File: config.mk
export PLATFORM = sky130hd
export DESIGN_NAME = seq_mult32
export DESIGN_NICKNAME = d
export VERILOG_FILES = /design/src/rtl/mult_pkg.sv /design/src/rtl/add32.sv /design/src/rtl/seq_mult32.sv
export SDC_FILE = /design/constraint.sdc
export NUM_CORES = 1
export LEC_CHECK = 0
export BUFFER_PORTS_ARGS = -buffer_cell sky130_fd_sc_hd__buf_2
export CAP_MARGIN = 20
export CELL_PAD_IN_SITES_DETAIL_PLACEMENT = 1
export CELL_PAD_IN_SITES_GLOBAL_PLACEMENT = 1
export CORE_MARGIN = 10
export CORE_UTILIZATION = 45
export CTS_BUF_LIST = sky130_fd_sc_hd__clkbuf_16
export DETAILED_ROUTE_END_ITERATION = 12
export PLACE_DENSITY_LB_ADDON = 0.08
export RECOVER_POWER = 50
export SLEW_MARGIN = 10
export SYNTH_ARGS = -nofsm -noshare
export SYNTH_HDL_FRONTEND = slang
export SYNTH_SLANG_ARGS = --single-unit
File: constraint.sdc
create_clock -name clk -period 35.4 [get_ports clk]
set_clock_uncertainty 0.1 [all_clocks]
set_input_delay 1.77 -clock clk [delete_from_list [all_inputs] [get_ports clk]]
set_output_delay 1.77 -clock clk [all_outputs]
set_load 0.05 [all_outputs]
File: src/rtl/mult_pkg.sv
// Shared types and sizing for the sequential shift-add multiplier.
package mult_pkg;

   localparam int MULT_N     = 32;
   localparam int MULT_CNT_W = $clog2(MULT_N) + 1;

   typedef enum logic [1:0] {S_IDLE, S_BUSY, S_DONE} mult_state_t;

endpackage

File: src/rtl/add32.sv
// Combinational 32-bit ripple-carry adder used for the per-cycle partial-product add.
module add32
   import mult_pkg::*;
(
   input  logic [MULT_N-1:0] ina,
   input  logic [MULT_N-1:0] inb,
   input  logic              ci,
   output logic              co,
   output logic [MULT_N-1:0] out
);

   logic [MULT_N:0] carry;

   always_comb begin
      carry    = '0;
      out      = '0;
      carry[0] = ci;
      for (int i = 0; i < MULT_N; i++) begin
         out[i]       = ina[i] ^ inb[i] ^ carry[i];
         carry[i+1]   = (ina[i] & inb[i]) | (carry[i] & (ina[i] ^ inb[i]));
      end
      co = carry[MULT_N];
   end

endmodule

File: src/rtl/seq_mult32.sv
// Unsigned N x N -> 2N shift-add multiplier, one partial-product add per clock.
// Optional early termination when the remaining multiplier bits are zero: SEQ_MULT_EARLY_TERM_EN.
//
// Handshake: a transfer happens on a rising edge where valid and ready are both 1.
// Upstream holds ina/inb/in_valid until in_ready; product and out_valid hold until out_ready.
module seq_mult32
   import mult_pkg::*;
#(
   parameter int N = MULT_N
) (
   input  logic          clk,
   input  logic          rst,
   input  logic          in_valid,
   output logic          in_ready,
   input  logic [N-1:0]  ina,
   input  logic [N-1:0]  inb,
   output logic          out_valid,
   input  logic          out_ready,
   output logic [2*N-1:0] product,
   output logic          busy,
   output mult_state_t   state_o
);

   localparam int CNT_W = $clog2(N) + 1;

   mult_state_t    state_q;
   logic [N-1:0]   mcand_q;
   logic [2*N-1:0] p_q;
   logic [CNT_W-1:0] count_q;
   logic [2*N-1:0] product_q;
   logic           in_ready_q;
   logic           out_valid_q;
   logic           busy_q;

   logic [N-1:0]   add_b;
   logic [N-1:0]   add_sum;
   logic           add_co;
   logic [2*N-1:0] p_d;
   logic           finish_d;

   assign add_b = p_q[0] ? mcand_q : '0;

   add32 u_add32 (
      .ina (p_q[2*N-1:N]),
      .inb (add_b),
      .ci  (1'b0),
      .co  (add_co),
      .out (add_sum)
   );

`ifdef SEQ_MULT_EARLY_TERM_EN
   logic [N-1:0] lo_live;
   logic         lo_done;

   // Multiplier bits not yet consumed sit in lo[N-1-count:0].
   always_comb begin
      lo_live  = p_q[N-1:0] & ({N{1'b1}} >> count_q);
      lo_done  = (lo_live == '0);
      p_d      = lo_done ? (p_q >> (CNT_W'(N) - count_q))
                         : {add_co, add_sum, p_q[N-1:1]};
      finish_d = lo_done || (count_q == CNT_W'(N - 1));
   end
`else
   always_comb begin
      p_d      = {add_co, add_sum, p_q[N-1:1]};
      finish_d = (count_q == CNT_W'(N - 1));
   end
`endif

   always_ff @(posedge clk) begin
      if (rst) begin
         state_q     <= S_IDLE;
         mcand_q     <= '0;
         p_q         <= '0;
         count_q     <= '0;
         product_q   <= '0;
         in_ready_q  <= 1'b1;
         out_valid_q <= 1'b0;
         busy_q      <= 1'b0;
      end else begin
         case (state_q)
            S_IDLE: begin
               if (in_valid) begin
                  mcand_q    <= ina;
                  p_q        <= {{N{1'b0}}, inb};
                  count_q    <= '0;
                  state_q    <= S_BUSY;
                  in_ready_q <= 1'b0;
                  busy_q     <= 1'b1;
               end
            end
            S_BUSY: begin
               p_q     <= p_d;
               count_q <= count_q + 1'b1;
               if (finish_d) begin
                  product_q   <= p_d;
                  state_q     <= S_DONE;
                  busy_q      <= 1'b0;
                  out_valid_q <= 1'b1;
               end
            end
            S_DONE: begin
               // in_ready only rises after this edge, so no accept shares the handoff cycle.
               if (out_ready) begin
                  state_q     <= S_IDLE;
                  out_valid_q <= 1'b0;
                  in_ready_q  <= 1'b1;
               end
            end
            default: begin
               state_q     <= S_IDLE;
               in_ready_q  <= 1'b1;
               out_valid_q <= 1'b0;
               busy_q      <= 1'b0;
            end
         endcase
      end
   end

   assign in_ready  = in_ready_q;
   assign out_valid = out_valid_q;
   assign product   = product_q;
   assign busy      = busy_q;
   assign state_o   = state_q;

endmodule
Yosys cells after proc, flatten, opt, wreduce, memory -nomap -nowiden
Cells that the tools add are included.
Operators by class
  reduce and logical (&&, ||, !) cells: 9
  add/subtract/negate cells: 1
  equality and inequality tests: 6
  mux-type cells: 18
  bitwise gates (word level): 160
Operator list (count)
  64-bit case mux with 2 select lines: 1
  64-bit two-way mux: 1
  1-bit AND: 63
  1-bit XOR: 63
  32-bit two-way mux: 1
  1-bit OR: 31
  6-bit case mux with 2 select lines: 1
  3-bit AND reduction: 4
  1-bit case mux with 3 select lines: 3
  6-bit by 1-bit adder with 6-bit output, second input constant: 1
  6-bit by 5-bit == test with 1-bit output, second input constant: 1
  1-bit two-way mux: 6
  2-bit two-way mux: 3
  6-bit two-way mux: 1
  2-bit != test, second input constant: 3
  2-bit case mux with 3 select lines: 1
  2-bit AND reduction: 3
  1-bit NOT: 3
  2-bit by 1-bit == test with 1-bit output, second input constant: 1
  2-bit == test, second input constant: 1
  2-bit zero test: 1
  2-bit nonzero test: 1
Word-level totals
  bits of input ports: 68
  logic and storage cells: 202
  output and inout bits: 69
  bits in registers: 171

Logic depth before layout (Yosys ltp)
  depth after elaboration: 65
  depth in mapped cells: 41
  gate-level depth less buffers: 40

By module
From an unflattened synthesis, not the netlist that was laid out.
Unflattened totals
  cell total of the unflattened synthesis: 871
  area, all modules: 7825.0 µm²
Modules (own cells, without submodules)
  seq_mult32: seq. area each 3423.3 µm², instances 1, cells each 829, area an instance 7146.9 µm²
  add32: seq. area each 0.0 µm², instances 1, cells each 42, area an instance 678.2 µm²

Least setup slack after synthesis
Ideal clock, no wire load.
  path kind: register to register
  start point: reg p_q[0]
  end point: reg product_q[62], in the netlist product[62]
  setup time: 0.123 ns
  setup slack: 21.744 ns
  data required time: 35.177 ns
  path buffers: 1
  arrival time: 13.433 ns
  period minus slack after synthesis: 13.656 ns
  cell stages (with the launch flop): 42
  cell sequence: dfxtp_1 clkbuf_1 and2_1 ha_1 inv_1 fa_1 fa_1 fa_1 fa_1 fa_1 fa_1 fa_1 fa_1 fa_1 fa_1 fa_1 fa_1 fa_1 (+6 left out) inv_1 fa_1 inv_1 fa_1 fa_1 fa_1 fa_1 inv_1 fa_1 fa_1 inv_1 fa_1 fa_1 fa_1 fa_1 fa_1 nor2_1 mux2_1
Between the ends
  word-level cells in the longest chain between the ends: 63
  elaborated cells on any way between the ends: 124
  those cells by class: mux: 1; bitwise: 123
RTL lines
  start, declared: line seq_mult32.sv:28  | logic [2*N-1:0] p_q;
  start signal, assigned: line seq_mult32.sv:85  | p_q <= {{N{1'b0}}, inb};
  start signal, assigned: line seq_mult32.sv:93  | p_q <= p_d;
  32-bit two-way mux (*): line seq_mult32.sv:41  | assign add_b = p_q[0] ? mcand_q : '0;
  1-bit AND or 1-bit XOR (tied branches): line add32.sv:20  | carry[i+1] = (ina[i] & inb[i]) | (carry[i] & (ina[i] ^ inb[i]));
  1-bit AND: line add32.sv:20
  1-bit OR: line add32.sv:20
  1-bit AND: line add32.sv:20
  1-bit OR: line add32.sv:20
  1-bit AND: line add32.sv:20
  1-bit OR: line add32.sv:20
  (+47 left out)
  1-bit OR: line add32.sv:20
  1-bit AND: line add32.sv:20
  1-bit OR: line add32.sv:20
  1-bit AND: line add32.sv:20
  1-bit OR: line add32.sv:20
  1-bit AND: line add32.sv:20
  1-bit OR: line add32.sv:20
  1-bit XOR (*): line add32.sv:19  | out[i] = ina[i] ^ inb[i] ^ carry[i];
  end signal, assigned: line seq_mult32.sv:96  | product_q <= p_d;
  end, declared: line seq_mult32.sv:30  | logic [2*N-1:0] product_q;
Every way passes the cells marked *; elsewhere a longest branch is shown, timed or not.
A chain may end at the register's enable or synchronous reset.

Worst setup path in the final report
Ends and elaborated chain as after synthesis.

==> results by group <==
Status
  • Outcome: finished with violations
  • Failing checks: capacitance limit, slew limit

Setup path
  • R2r endpoint: product[62]
  • Worst EP required: 35.60 ns
  • Slowest cell on the critical path: fa_1
  • Crit path max-delay family: adder cells
  • Critical Path AT: 14.44 ns
  • CP endpoint kind: register
  • Max FO, Critical Path: 33
  • CP Buf/Inv Count: 6
  • CP endpoint: product[62]
  • Crit. Startpoint: p_q[0]
  • CP startpoint kind: register
  • Crit-path most repeated cell: fa_1
  • R2r startpoint: p_q[0]
  • Worst r2r path cells: 41
  • Max stage delay on crit path: 0.50 ns
  • Setup CP Type: register to register
  • Critical Path Stages: 41
  • R2r setup slk: 21.15 ns

STA
  • Final hold vios: 0
  • Setup ws final: 21.15 ns
  • Max-slew violation count: 139
  • Setup-failing EPs final: 0
  • Final period utilization: 40.24%
  • Worst Tran Pin Value: 5.251 ns
  • Max-slew headroom: -250.1%
  • Sum of negative setup slack: 0 ns
  • Minimum clock period: 14.25 ns
  • Max Fclk: 70.20 MHz
  • Unrepaired setup endpoints after global routing: false

Clock network
  • CTS tree: built
  • CTS Buf Count: 17
  • Clock sink count: 171
  • Clock Latency Late Sink: 0.42 ns
  • Hold-fix buffers at CTS: 0
  • Root Buffer: clkbuf_16
  • Deepest clock path buffer count: 2
  • Post-cts sizing count: 0
  • Htree depth: 4
  • Worst-path clk slew: 0.06 ns
  • Post-CTS setup repair buffer count: 0

Yosys
  • Most frequent cell after synthesis: dfxtp_1
  • Number of distinct library cells after synthesis: 38
  • Leading post-synthesis cells by cell area: dfxtp_1, nand2b_1, fa_1
  • Cell Area, Synth: 7836 sq um
  • Synth cell count leaders: dfxtp_1, nor2_1, nand2b_1
  • Ys flop type: dfxtp_1
  • Share of the synthesized area in the top cell type: 43.69%
  • Synth area leader: dfxtp_1
  • Syn nets: 994
  • Part of the Yosys area used for sequential elements: 43.69%
  • Mean post-synth cell area: 8.775 sq um
  • Async S/R FF share, synth: 0%
  • Yosys warnings: 0
  • Post-synth EDFFs: 0
  • Post-Synthesis Cells: 893
  • Yosys reg bits: 171

Place
  • DP Worst Slack: 21.06 ns
  • Dpl hpwl: 12,840 um
  • PortBufs: 136
  • Cell area after placement: 8524 sq um
  • Gpl congestion: 0.7162

Global routing
  • Total congestion overflow: 0
  • Pin count of the biggest net entering global routing: 139
  • Gr usage total: 16.87%
  • Initial antenna violation count: 1
  • First-pass GRT wire length: 33,040 um
  • Vias in the first global route: 6,524

Layout
  • FILL cells: 2,135
  • # nets final: 1,089
  • Design area: 8994 sq um
  • Syn-to-layout area delta: 14.77%
  • Layout cell share with drive strength beyond 1: 11.09%

Min path
  • HP Class: register to register
  • Worst Hold Path Cells: 2

Die
  • Row count: 48
  • Die Area: 23,090 sq um
  • Core area: 17,180 sq um
  • Die height: 152.0 um
  • Top Ports: 137
  • Initial core utilization: 45.62%
  • Die Width: 152.0 um

Pwr
  • Power Dens Cells: 46.21 nW/um^2
  • LEAKAGE: 3.193 nW
  • Peak supply drop: 0.03556 mV

Detailed routing
  • Detailed Route Iter0 Violations: 267
  • DRC: 0
  • Wire length per cell: 15.83 um
  • Drt first pass iters: 4
  • Post-DRT Antenna Nets: 0
  • Vias per cell: 4.979
  • Final wirelength: 19,430 um
  • Vias: 6,109

Job
  • Max-cap violation count: 1
## worst register-to-register path: cells and delay by family (launching register included)
family,cells,cell delay [ns]
adder cells (fa/ha/maj),32,12.44
multiplexers,1,0.32
flip-flops,1,0.31
AND/OR/NAND/NOR,2,0.25
buffers and inverters,6,0.68
## cell families after synthesis
family	count (synthesis)	share of synthesized area, %
AND/OR/NAND/NOR	443	27.91
adder cells (fa/ha/maj)	33	8.239
flip-flops	171	43.69
multiplexers	64	8.638
AO/OA/AOI/OAI	81	5.556
buffers and inverters	101	5.972
## routing by layer
metal  vias up  track usage (%)  wire [um]
met3        20            3.161        543
li1       3070                -          -
met4         0            5.869        283
met1      2913            21.22       9129
met2       106            28.25       9470
met5         -                0          0
## power by group
group          internal, mW  switching [mW]  leakage, nW
clock                 0.102          0.0764        0.268
sequential            0.199         0.00458         1.39
combinational        0.0121          0.0212         1.53
## registers in the layout, indices dropped and copies added (netlist names)
register   count
p_q           64
product       64
mcand_q       32
count_q        6
state_o        2
busy           1
in_ready       1
out_valid      1
## cells in the final DEF, fill, tap and decap left out, types with 2 or more instances in the layout
master	instances
clkinvlp_4	4
clkbuf_1	69
nor2b_1	29
a21oi_1	69
buf_2	67
nand2b_1	102
and2_1	4
or3_1	2
mux2_2	4
a211oi_1	2
bufinv_16	2
clkinv_1	3
nor2_1	127
ha_1	2
dfxtp_1	171
a31oi_1	2
mux2i_1	35
inv_1	35
nand3b_1	2
or4_1	2
nand2_1	101
clkinv_2	4
nand3_1	36
mux2_1	25
nor4_1	32
fa_1	31
buf_4	7
clkbuf_16	17
## metrics by stage
step | util [%] | instances | power (mW) | hold slack [ns]
floorplan | - | 893 | 0.2302 | 0.3317
global placement | 49.63 | 1194 | 0.2407 | 0.3430
detailed placement | 49.63 | 1194 | 0.2413 | 0.3472
CTS | 52.88 | 1226 | 0.4208 | 0.3559
global route | 52.36 | 1227 | 0.4348 | 0.3798
finish | 52.36 | 1227 | 0.4156 | 0.3546
## layout make-up
cell class / count / area (sq um) / area share, %
tap: 225 / 281.5 / 3.130
timing repair buffer: 143 / 646.9 / 7.193
clock inverter: 15 / 133.9 / 1.489
clock buffer: 17 / 425.4 / 4.730
inverter: 34 / 127.6 / 1.419
antenna: 1 / 2.502 / 0.02782
sequential: 171 / 3423 / 38.06
multi-input combinational: 621 / 3953 / 43.95
## worst min path at each step
stage                     slack (ns)           to         from
after floorplan                 0.33   mcand_q[0]   mcand_q[0]
after global placement          0.34   mcand_q[0]   mcand_q[0]
after detailed placement        0.35   mcand_q[5]   mcand_q[5]
after CTS                       0.36   mcand_q[5]   mcand_q[5]
after global routing            0.38  mcand_q[25]  mcand_q[25]
final                           0.35   mcand_q[5]   mcand_q[5]
Power figures use the tool's default switching activity.
